$ cat src/rtl/processing_unit_gen2_pkg.sv
// rtl/processing_unit_gen2_pkg.sv - shared defaults, ALU opcodes and bus source encodings
package processing_unit_gen2_pkg;

  localparam int DEF_WORD_SIZE = 8;
  localparam int DEF_OP_SIZE   = 4;
  localparam int DEF_NUM_REGS  = 4;

  localparam int OP_ADD = 0;
  localparam int OP_SUB = 1;
  localparam int OP_AND = 2;
  localparam int OP_OR  = 3;
  localparam int OP_XOR = 4;
  localparam int OP_NOT = 5;
  localparam int OP_SHL = 6;
  localparam int OP_SHR = 7;

  localparam logic [1:0] B1_REG  = 2'd0;
  localparam logic [1:0] B1_PC   = 2'd1;
  localparam logic [1:0] B1_SP   = 2'd2;
  localparam logic [1:0] B1_ZERO = 2'd3;

  localparam logic [1:0] B2_ALU  = 2'd0;
  localparam logic [1:0] B2_BUS1 = 2'd1;
  localparam logic [1:0] B2_MEM  = 2'd2;
  localparam logic [1:0] B2_IMM  = 2'd3;

endpackage

$ cat src/rtl/processing_unit_gen2_alu.sv
// rtl/processing_unit_gen2_alu.sv - combinational ALU, a = Y and b = bus_1
module alu_risc_gen2
  import processing_unit_gen2_pkg::*;
#(
  parameter int WORD_SIZE = DEF_WORD_SIZE,
  parameter int OP_SIZE   = DEF_OP_SIZE
) (
  input  logic [OP_SIZE-1:0]   i_op,
  input  logic [WORD_SIZE-1:0] i_a,
  input  logic [WORD_SIZE-1:0] i_b,
  output logic [WORD_SIZE-1:0] o_result,
  output logic                 o_carry
);

  logic [WORD_SIZE:0] w_sum;
  logic [WORD_SIZE:0] w_diff;
  int                 w_op;

  assign w_sum  = {1'b0, i_a} + {1'b0, i_b};
  // Top bit of the extended difference is the unsigned borrow (a < b)
  assign w_diff = {1'b0, i_a} - {1'b0, i_b};
  assign w_op   = int'(i_op);

  always_comb begin
    o_result = i_b;
    o_carry  = 1'b0;
    case (w_op)
      OP_ADD: begin
        o_result = w_sum[WORD_SIZE-1:0];
        o_carry  = w_sum[WORD_SIZE];
      end
      OP_SUB: begin
        o_result = w_diff[WORD_SIZE-1:0];
        o_carry  = w_diff[WORD_SIZE];
      end
      OP_AND: o_result = i_a & i_b;
      OP_OR:  o_result = i_a | i_b;
      OP_XOR: o_result = i_a ^ i_b;
      OP_NOT: o_result = ~i_b;
      OP_SHL: begin
        o_result = {i_b[WORD_SIZE-2:0], 1'b0};
        o_carry  = i_b[WORD_SIZE-1];
      end
      OP_SHR: begin
        o_result = {1'b0, i_b[WORD_SIZE-1:1]};
        o_carry  = i_b[0];
      end
      default: o_result = i_b;
    endcase
  end

endmodule

$ cat src/rtl/processing_unit_gen2.sv
// rtl/processing_unit_gen2.sv - two-bus datapath: register file, Y, IR, address, PC, SP and flags
module processing_unit_gen2
  import processing_unit_gen2_pkg::*;
#(
  parameter int WORD_SIZE = DEF_WORD_SIZE,
  parameter int OP_SIZE   = DEF_OP_SIZE,
  parameter int NUM_REGS  = DEF_NUM_REGS,
  localparam int RSEL_W   = $clog2(NUM_REGS)
) (
  input  logic                 clk,
  input  logic                 rst,
  input  logic [WORD_SIZE-1:0] mem_word,
  input  logic                 reg_load,
  input  logic [RSEL_W-1:0]    reg_wsel,
  input  logic [RSEL_W-1:0]    reg_rsel,
  input  logic [1:0]           bus1_src,
  input  logic [1:0]           bus2_src,
  input  logic                 load_ir,
  input  logic                 load_add_r,
  input  logic                 load_reg_y,
  input  logic                 load_flags,
  input  logic                 load_pc,
  input  logic                 inc_pc,
  input  logic                 sp_push,
  input  logic                 sp_pop,
  output logic [WORD_SIZE-1:0] instruction,
  output logic [WORD_SIZE-1:0] address,
  output logic [WORD_SIZE-1:0] bus_1,
  output logic                 zflag,
  output logic                 cflag,
  output logic                 nflag,
  output logic                 sp_err
);

  localparam logic [WORD_SIZE-1:0] W_ONE = WORD_SIZE'(1);

  logic [WORD_SIZE-1:0] r_regs [NUM_REGS];
  logic [WORD_SIZE-1:0] r_y;
  logic [WORD_SIZE-1:0] r_ir;
  logic [WORD_SIZE-1:0] r_addr;
  logic [WORD_SIZE-1:0] r_pc;
  logic [WORD_SIZE-1:0] r_sp;
  logic                 r_z;
  logic                 r_c;
  logic                 r_n;
  logic                 r_sp_err;

  logic [WORD_SIZE-1:0] w_bus1;
  logic [WORD_SIZE-1:0] w_bus2;
  logic [WORD_SIZE-1:0] w_alu;
  logic                 w_carry;
  logic [OP_SIZE-1:0]   w_opcode;

  assign w_opcode = r_ir[WORD_SIZE-1 -: OP_SIZE];

  alu_risc_gen2 #(
    .WORD_SIZE(WORD_SIZE),
    .OP_SIZE  (OP_SIZE)
  ) u_alu (
    .i_op    (w_opcode),
    .i_a     (r_y),
    .i_b     (w_bus1),
    .o_result(w_alu),
    .o_carry (w_carry)
  );

  always_comb begin
    w_bus1 = '0;
    case (bus1_src)
      B1_REG:  w_bus1 = r_regs[reg_rsel];
      B1_PC:   w_bus1 = r_pc;
      B1_SP:   w_bus1 = r_sp;
      default: w_bus1 = '0;
    endcase
  end

  always_comb begin
    w_bus2 = '0;
    case (bus2_src)
      B2_ALU:  w_bus2 = w_alu;
      B2_BUS1: w_bus2 = w_bus1;
      B2_MEM:  w_bus2 = mem_word;
      default: w_bus2 = {{(WORD_SIZE-4){1'b0}}, r_ir[3:0]};
    endcase
  end

  always_ff @(posedge clk or posedge rst) begin
    if (rst) begin
      for (int i = 0; i < NUM_REGS; i++) r_regs[i] <= '0;
    end else if (reg_load) begin
      r_regs[reg_wsel] <= w_bus2;
    end
  end

  always_ff @(posedge clk or posedge rst) begin
    if (rst) begin
      r_y    <= '0;
      r_ir   <= '0;
      r_addr <= '0;
      r_pc   <= '0;
      r_z    <= 1'b0;
      r_c    <= 1'b0;
      r_n    <= 1'b0;
    end else begin
      if (load_reg_y) r_y <= w_bus2;
      if (load_ir) r_ir <= w_bus2;
      if (load_add_r) r_addr <= w_bus2;
      if (load_pc) r_pc <= w_bus2;
      else if (inc_pc) r_pc <= r_pc + W_ONE;
      if (load_flags) begin
        r_z <= (w_alu == '0);
        r_c <= w_carry;
        r_n <= w_alu[WORD_SIZE-1];
      end
    end
  end

  // SP grows downward; a move past either end is refused and latched as an error
  always_ff @(posedge clk or posedge rst) begin
    if (rst) begin
      r_sp     <= '1;
      r_sp_err <= 1'b0;
    end else if (sp_push && !sp_pop) begin
      if (r_sp == '0) r_sp_err <= 1'b1;
      else r_sp <= r_sp - W_ONE;
    end else if (sp_pop && !sp_push) begin
      if (r_sp == '1) r_sp_err <= 1'b1;
      else r_sp <= r_sp + W_ONE;
    end
  end

  assign instruction = r_ir;
  assign address     = r_addr;
  assign bus_1       = w_bus1;
  assign zflag       = r_z;
  assign cflag       = r_c;
  assign nflag       = r_n;
  assign sp_err      = r_sp_err;

endmodule

$ cat config.mk
export PLATFORM = sky130hd
export DESIGN_NAME = processing_unit_gen2
export DESIGN_NICKNAME = d
export VERILOG_FILES = /design/src/rtl/processing_unit_gen2_pkg.sv /design/src/rtl/processing_unit_gen2_alu.sv /design/src/rtl/processing_unit_gen2.sv
export SDC_FILE = /design/constraint.sdc
export NUM_CORES = 1
export LEC_CHECK = 0
export ABC_AREA = 1
export CORE_MARGIN = 4
export CORE_UTILIZATION = 45
export CTS_BUF_LIST = sky130_fd_sc_hd__clkbuf_4 sky130_fd_sc_hd__clkbuf_8
export CTS_CLUSTER_SIZE = 20
export DETAILED_ROUTE_END_ITERATION = 6
export PLACE_DENSITY = 0.68
export SLEW_MARGIN = 30
export SYNTH_ARGS = -nofsm -noshare
export SYNTH_HDL_FRONTEND = slang
export SYNTH_SLANG_ARGS = --single-unit
export TNS_END_PERCENT = 10
$ cat constraint.sdc
create_clock -name clk -period 2.76 [get_ports clk]
set_input_delay 0.828 -clock clk [delete_from_list [all_inputs] [get_ports clk]]
set_output_delay 0.828 -clock clk [all_outputs]
set_load 0.1 [all_outputs]
==> impl_metrics.toml <==
[routing]
route.detailed.drc = 0
dr.pass1.iters = 5
totalWireLength_um = 19200
antenna_left = 0
vias = 6195
via_per_inst = 5.22
drtIter0Drc = 643
wl_per_cell_um = 16.2

[worst_setup_path]
worstSetupPathType = "input pin to flop"
rr_worst_depth = 19
cp_max_fo = 8
worstSetupStartpointType = "input pin"
cp.arrival_ns = 3.17
cp.required_ns = 3.02
cp-end-kind = "flop"

[yosys]
yosysTopAreaCellShare = 0.296
ys_seq_area_frac = 0.333
synth_edf_count = 0
syn_nets = 895
synth.area.top_cells = "dfrtp_1 30%, nand2_1 18%, inv_1 8.4%"
synthFlopType = "dfrtp_1"
yosys_warnings = 0
synth_top_cells_by_count = "272 x nand2_1, 129 x inv_1, 69 x nand3_1"
yosys.area.top_type = "dfrtp_1"
syn-instance-count = 831
synth_cell_types = 41
yosysMostFrequentCell = "nand2_1"
netlist_area_um2 = 5750
syn_avg_cell_area_um2 = 6.92
ys_ff_latch = 76
synthArstFlopShare = 1.00

[global_route]
grt_usage = 0.266
grt_pass1_vias = 6073
grt_overflow = 0
grt_pass1_wl_um = 30500
antenna_found_initial = 0
grt_max_degree = 36

[clocking]
clockRootBuffer = "clkbuf_8"
numCtsBuffers = 9
cts.sinks = 76
clockBufferDepth = 2
clk_pin_slew_ns = 0.08
cts_tree = "yes"
insertion_delay_ns = 0.37
cts_hold_buffers = 0
htreeDepth = 3

[floorplan]
io_pins = 55
die_area_um2 = 14600
die_h_um = 121
die_w_um = 121
rows = 41
design.core.area_um2 = 12600
initial_core_util = 0.457

[timing]
drv_slew = 0
maxSlewHeadroom = 0.511
tightest_slew_ns = 0.731
fmax_mhz = 343
fin_crit_ns = 2.91
finalHoldViolCount = 0
rsz0062_at_grt = "true"
postLayoutSetupSlackWorst_ns = -0.151
setup_viol_count_final = 55
skew_ns = 0.0109
fin_crit_sh = 1.05

[status]
status = "finished with violations"
violations = "setup timing"

[cells_and_area]
drive_above_1_share = 0.350
final_util = 0.670
area_growth_pct = 46.5
fin_nets = 1073
antennaDiodeCount = 0

[power]
power_density_nw_per_um2 = 904
leakagePower_uw = 0.00428
irDropWorstVdd_v = 0.000729
finalPower_uw = 7610

[place]
finalWeightedCongestion = 0.992
portBuffers = 54
dp_hpwl_um = 13700

[min_path]
hp-class = "flop to flop"
whs_path_depth = 1

[flow_run]
drv_cap = 0
==> kinds of logic (layout without fill, tap and decap cells) <==
group	after synthesis	after routing	synth area share
mux	2	2	0.00370
buf+inv	152	335	0.108
fa+ha+maj	37	37	0.0845
compound gates	106	106	0.108
simple gates	446	446	0.346
flops	76	76	0.333
xor+xnor	12	12	0.0183
==> metal layers <==
layer	routed length (um)	global-route usage
met4	631	0.118
met2	8990	0.421
met3	1470	0.0545
met1	8070	0.352
met5	0	0
==> sequential cells by signal, indices dropped and copies added, names as in the netlist <==
name,cells
address,8
sp_err,1
r_pc,8
r_regs,32
cflag,1
zflag,1
r_sp,8
nflag,1
r_y,8
instruction,8
==> what timing repair did <==
action                     CTS  global route
resized for setup          133            56
gates cloned                 1             0
pin swaps                   48            48
buffers inserted            14             6
setup endpoints to repair   75            64
==> cell usage in the layout (no fill, tap or decap), types with 10 or more instances in the layout <==
cell type / netlist / final
clkdlybuf4s50_1: 0 / 22
dfrtp_1: 68 / 68
nand3_2: 7 / 21
nand3_1: 69 / 51
nor2_2: 8 / 14
ha_4: 0 / 10
ha_1: 34 / 22
buf_4: 0 / 137
clkbuf_8: 0 / 10
o21ai_1: 20 / 26
nand2_2: 18 / 34
buf_12: 0 / 11
inv_2: 5 / 21
inv_1: 129 / 106
nand2_1: 272 / 233
o21ai_0: 33 / 24
a21oi_1: 20 / 16
nand4_1: 14 / 14
nor2_1: 40 / 29
nand2_8: 0 / 11
nand2_4: 4 / 16
==> per-stage QoR <==
step	cells	setup WS, ns	TNS, ns	hold slack (ns)	cell area (um2)
2_1_floorplan	831	-0.375	-18.86	0.449	5900
3_3_place_gp	1149	-1.19	-71.70	0.447	7390
3_5_place_dp	1149	-1.23	-74.31	0.451	7390
4_1_cts	1180	-0.0890	-1.46	0.469	8160
5_1_grt	1186	-0.331	-12.02	0.492	8420
6_report	1186	-0.151	-4.41	0.460	8420
==> critical path: stages <==
cell and delay [ns]:
buf_12 0.11, buf_8 0.13, nand2_4 0.06, nand3_4 0.07, nand2_4 0.09, nand2_8 0.06
nand2_8 0.07, clkinvlp_4 0.13, buf_6 0.16, ha_4 0.28, inv_2 0.05, nand4_1 0.10
buf_4 0.12, nand4_1 0.08, nand3_1 0.09, nand2_1 0.06, nor2_2 0.16, nand3_2 0.13
nand2_4 0.11, nand2_8 0.10, nand2_4 0.11, nand2_2 0.04
==> cell type report <==
cell class / count / area [um2]
Fill cell: 1035 / 4150
Sequential cell: 76 / 1910
Multi-Input combinational cell: 603 / 3890
Timing Repair Buffer: 184 / 1640
Inverter: 135 / 537
Clock buffer: 11 / 145
Tap cell: 172 / 215
Clock inverter: 5 / 83.8
==> power by group <==
| group | total, uW | switching (uW) | internal [uW] |
|---|---|---|---|
| logic | 4930 | 3050 | 1880 |
| registers | 1690 | 213 | 1480 |
| clock network | 995 | 448 | 547 |
| total | 7610 | 3710 | 3900 |
==> path summary, 6_finish.rpt <==
path | to | from | slack, ns
hold / removal | sp_err | sp_err | 0.46
max in group asynchronous | address[6] | rst | 1.35
hold reg to reg | sp_err | sp_err | 0.46
setup / recovery | r_regs[21] | reg_rsel[0] | -0.15
min in group asynchronous | r_pc[0] | rst | 0.79
setup reg to reg | r_regs[21] | r_sp[1] | -0.05
Note: power is estimated with default switching activity, not from simulation.
